<file path="src/rtl/conv_index_to_mem.sv">
// Two-stage pipeline that maps a packed (row, col) pixel index onto a flat byte
// address in image data memory. Indices outside the square image map to OOB_ADDR.
module conv_index_to_mem #(
  parameter logic [31:0] BASE_ADDR  = 32'h0000_0000,
  parameter int unsigned WORD_SHIFT = 2,
  parameter logic [31:0] OOB_ADDR   = 32'hFFFF_FFFF
) (
  input  logic        CLK,
  input  logic        RESET,
  input  logic [1:0]  SIZE_IMAGE_SRC,
  input  logic [31:0] INDEX_ADDRESS,
  output logic [31:0] MEM_ADDRESS
);

  // Interface: no handshake. Every rising edge samples SIZE_IMAGE_SRC and
  // INDEX_ADDRESS together, and MEM_ADDRESS holds the result two edges later.

  logic [15:0] row_d;
  logic [15:0] col_d;
  logic [3:0]  sh_d;
  logic [16:0] side_d;
  logic        oob_d;

  logic [15:0] row_q;
  logic [15:0] col_q;
  logic [3:0]  sh_q;
  logic        oob_q;

  logic [31:0] offset;
  logic [31:0] addr_d;

  always_comb begin
    row_d  = INDEX_ADDRESS[31:16];
    col_d  = INDEX_ADDRESS[15:0];
    sh_d   = 4'd6 + {2'b00, SIZE_IMAGE_SRC};
    side_d = 17'd1 << sh_d;
    // 17-bit compare so a 16'hFFFF coordinate can never alias into range
    oob_d  = ({1'b0, row_d} >= side_d) || ({1'b0, col_d} >= side_d);
  end

  always_ff @(posedge CLK or negedge RESET) begin
    if (!RESET) begin
      row_q <= '0;
      col_q <= '0;
      sh_q  <= '0;
      oob_q <= 1'b0;
    end else begin
      row_q <= row_d;
      col_q <= col_d;
      sh_q  <= sh_d;
      oob_q <= oob_d;
    end
  end

  // OR is exact here: col < W whenever the index is in range
  always_comb begin
    offset = ({16'h0000, row_q} << sh_q) | {16'h0000, col_q};
    addr_d = oob_q ? OOB_ADDR : (BASE_ADDR + (offset << WORD_SHIFT));
  end

  always_ff @(posedge CLK or negedge RESET) begin
    if (!RESET) begin
      MEM_ADDRESS <= '0;
    end else begin
      MEM_ADDRESS <= addr_d;
    end
  end

endmodule

</file>
<file path="config.mk">
export PLATFORM = sky130hd
export DESIGN_NAME = conv_index_to_mem
export DESIGN_NICKNAME = d
export VERILOG_FILES = /design/src/rtl/conv_index_to_mem.sv
export SDC_FILE = /design/constraint.sdc
export NUM_CORES = 1
export LEC_CHECK = 0
export CAP_MARGIN = 25
export CORE_ASPECT_RATIO = 0.5
export CORE_MARGIN = 4
export CORE_UTILIZATION = 54
export DETAILED_ROUTE_END_ITERATION = 7
export PLACE_DENSITY_LB_ADDON = 0.05
export SLEW_MARGIN = 20
export SYNTH_ARGS = -nofsm -noshare
export SYNTH_HDL_FRONTEND = slang
export SYNTH_SLANG_ARGS = --single-unit
</file>
<file path="constraint.sdc">
create_clock -name CLK -period 4.5 [get_ports CLK]
set_input_delay 0.675 -clock CLK [delete_from_list [all_inputs] [get_ports CLK]]
set_output_delay 0.675 -clock CLK [all_outputs]
set_load 0.005 [all_outputs]
</file>
After elaboration in Yosys (flattened, before gate mapping)
Cells that the tools add are included.
{"block": "totals", "ff_bits": 69, "ramBits": 0, "word_cells": 13, "mem_bits_ro": 0, "output_inout_bits": 32, "n_memories": 0, "latch_bits": 0}
{"block": "op_classes", "n_reduce_logical": 1, "n_div": 0, "n_eq_ne": 0, "n_bitwise": 1, "n_mux": 1, "add_sub_neg": 1, "shifts": 2, "n_lt_le_gt_ge": 2, "multipliers": 0}
{"cell": "$ge A16 B17 Y1", "n": 2}
{"cell": "$mux W32", "n": 1}
{"cell": "$or A30 B16 Y30", "n": 1}
{"cell": "$shl A16 B4 Y30", "n": 1}
{"cell": "$shl A1 B4 Y17 const A", "n": 1}
{"cell": "$add A3 B2 Y4 const A", "n": 1}
{"cell": "$logic_or A1 B1 Y1", "n": 1}

Depth between registers and ports, before layout
{"block": "depth", "word_depth": 4, "ltp_mapped": 8, "mapped_depth_nobuf": 8}

Least setup slack after synthesis
No wires, ideal clock.
{"block": "synth_timing", "kind": "input to register", "startpoint": "in SIZE_IMAGE_SRC[1]", "endpoint": "reg oob_q", "t_arrival_ns": 2.117, "n_path_buf": 0, "setup_slack_ns": 2.252, "setup_time_ns": 0.131, "stages": 7, "path_cell_list": "or2_2 -> ha_1 -> a211oi_1 -> nor2_1 -> a211oi_1 -> o22ai_1 -> or3_1"}
{"block": "synth_via", "elab_chain_cells": 4}
{"element": "start: declaration", "line": "10", "text": "input logic [1:0] SIZE_IMAGE_SRC,"}
{"element": "$add A3 B2 Y4 *", "line": "35", "text": "sh_d = 4'd6 + {2'b00, SIZE_IMAGE_SRC};"}
{"element": "$shl A1 B4 Y17 *", "line": "36", "text": "side_d = 17'd1 << sh_d;"}
{"element": "$ge A16 B17 Y1", "line": "38", "text": "oob_d = ({1'b0, row_d} >= side_d) || ({1'b0, col_d} >= side_d);"}
{"element": "$logic_or A1 B1 Y1 *", "line": "38"}
{"element": "via oob_d", "line": "22", "text": "logic oob_d;"}
{"element": "end signal: assignment", "line": "51", "text": "oob_q <= oob_d;"}
{"element": "end: declaration", "line": "27", "text": "logic oob_q;"}
The timed path passes the listed nets; every way through them passes the cells marked *.

Final worst setup path
Ends and elaborated chain as after synthesis.

==> metrics.txt <==
Layout area overhead 33.0%; # H-tree levels 3; most frequent cells in the layout dfrtp_1 (67), clkdlybuf4s50_1 (66), ha_1 (25); post-synthesis async set-or-reset flop share between 90% and 100%; slew of the pin with the lowest slew margin ~0.96 ns; Synth Register Bits 67; reg-to-reg startpoint sh_q[0]; EDFF count, synth 0; clk slew on worst S/H paths about 0.070 ns; Final Max Tran Viols 0; part of the Yosys area used for sequential elements a little under three fifths; port bufs 67; YS warnings 0; post-cts resize count 0; setup TNS 0 ns; Die ar. about 0.0069 mm²; Fillers 344; total CTS buffers 9; share of cells above drive strength 1 9.01%; crit path DAT ~2.7 ns; first-pass GRT wire length about 11000 µm; HP Class reg2reg; Max Freq 399 MHz; TritonCTS Sinks 67; Setup-failing EPs final 0; Setup Skew 0.00744 ns; RSZ-0062 raised after global routing no; TritonCTS clock tree yes; Placer Congestion just over 0.9; vias per cell ~5.6; Die Y approximately 61 µm; CP max FO 5; PwrDens 381 mW/mm²; synthesized instance count ~250; commonest non-fill, non-tap cell in the layout dfrtp_1; diode count 0; outcome finished clean; VDD IR max approximately 250 µV; post-synthesis cell area roughly 0.003 mm²; WS Path Type in2reg; crit path from SIZE_IMAGE_SRC[1]; critical path endpoint category flop; final period utilization between 50 and 60%; min cycle time layout between 2 and 3 ns; DR vias approximately 2200; row cnt 18; post-DP HPWL 5540 µm; NumNets Final between 300 and 400; Cells after DPL 387; vias in the first global route ~2200; Slew HR a little over a third; hold_buf cts 0; clk buf depth 2; largest net degree at the start of global routing 68; max-capacitance violation count 0; Overall Global Routing Usage approximately 22%; Startpoint Class input pin; Synth Flop Type dfrtp_1; grt ovf 0; DR pass1 iterations 4; Ports 68; Core Area 0.00513 mm²; Initial Util between 50% and 60%; Post-Route WL ~7000 µm; Worst EP required roughly 4.7 ns; Chip Width about 110 µm; Static Leak 1.72 nW; Antenna Violating Nets Remaining 0; CTS root buf clkbuf_8; Avg Cell Area, Syn roughly 12 µm²; Final Hold Violating Endpoints 0; final routed DRC violation total 0; DRT iter0 DRCs ~160; worst-skew pair later-pin latency 0.34 ns; initial antenna violation count 0; min-delay src col_q[14]; routed len/inst between 15 and 20 µm; post-CTS setup buffers 0; Netlist cell types 41; fin cells just over 400
[Yosys cell counts, types with 4 or more instances]
cell / count / area share [%]
a31o_2: 5 / 1.5
dfrtp_1: 67 / 56
nand3_1: 4 / 0.67
mux2_2: 6 / 2.3
a2111o_1: 6 / 2.3
clkbuf_1: 4 / 0.50
inv_1: 8 / 1.0
nor2_1: 23 / 2.9
nand2_1: 10 / 1.3
a211oi_1: 4 / 1.0
a221o_1: 4 / 1.3
ha_1: 25 / 10
a21oi_1: 10 / 1.7
mux2i_1: 14 / 4.7
nor4_1: 5 / 1.0
o21ai_0: 11 / 1.8
[cell families after synthesis]
kind of cell | Yosys count | synth area share, %
flip-flops | 67 | 56.0
other | 2 | 0.251
buffers and inverters | 20 | 3.47
adder cells (fa/ha/maj) | 25 | 10.4
AND/OR/NAND/NOR | 55 | 8.73
AO/OA/AOI/OAI | 54 | 13.3
multiplexers | 22 | 7.85
[layer usage]
layer  part of all wire (%)  global-route usage (%)  vias up
met4                    1.3                    5.65        0
met1                     46                    31.3     1077
met5                      0                       0        -
li1                       -                       -     1044
met2                     44                    34.2      111
met3                    8.4                    6.87       10
[final cells by class]
class                   instances  area [µm²]  area share (%)
well taps                      70        87.6            2.20
clock inverters                 4        97.6            2.45
clock buffers                  12         145            3.64
multi-input cells             173        1270            31.9
flip-flops and latches         67        1680            42.1
inverters                       9        33.8           0.848
repair buffers                 68         673            16.9
[state kept, by name, indices dropped and copies added (netlist names)]
name	flops
MEM_ADDRESS	31
col_q	16
oob_q	1
row_q	16
sh_q	3
[worst paths after layout]
path	cells after the start	slack (ns)	endpoint
max in group asynchronous	2	3.46	col_q[1]
max reg2reg	5	2.23	MEM_ADDRESS[17]
min	2	0.44	MEM_ADDRESS[16]
min in group asynchronous	2	0.50	MEM_ADDRESS[30]
min reg2reg	2	0.44	MEM_ADDRESS[16]
max	8	2.00	oob_q
[critical path, cell delays in order]
cell,delay [ns]
clkdlybuf4s50_1,0.47
or2_2,0.34
ha_1,0.29
a211oi_1,0.23
nor2_1,0.07
a211oi_1,0.21
o22ai_1,0.11
or3_1,0.32
[where the power goes]
group / internal, mW / total (mW) / leakage [nW] / switching, mW
combinational: 0.137 / 0.237 / 0.875 / 0.100
clock: 0.384 / 0.592 / 0.117 / 0.209
sequential: 0.649 / 0.690 / 0.725 / 0.0413
[metrics by stage]
step                      worst slack [ns]  utilization [%]  hold WS [ns]  instance area [µm²]  total power, mW
after floorplan                       2.25                -         0.379                 3050            0.794
after global placement                1.72             72.9         0.430                 3740            0.926
after detailed placement              1.63             72.9         0.430                 3740            0.937
after CTS                             1.99             77.6         0.437                 3990             1.53
after global routing                  1.91             77.6         0.452                 3990             1.59
final                                 2.00             77.6         0.435                 3990             1.52
No activity file was read; power rests on OpenSTA's default activity.
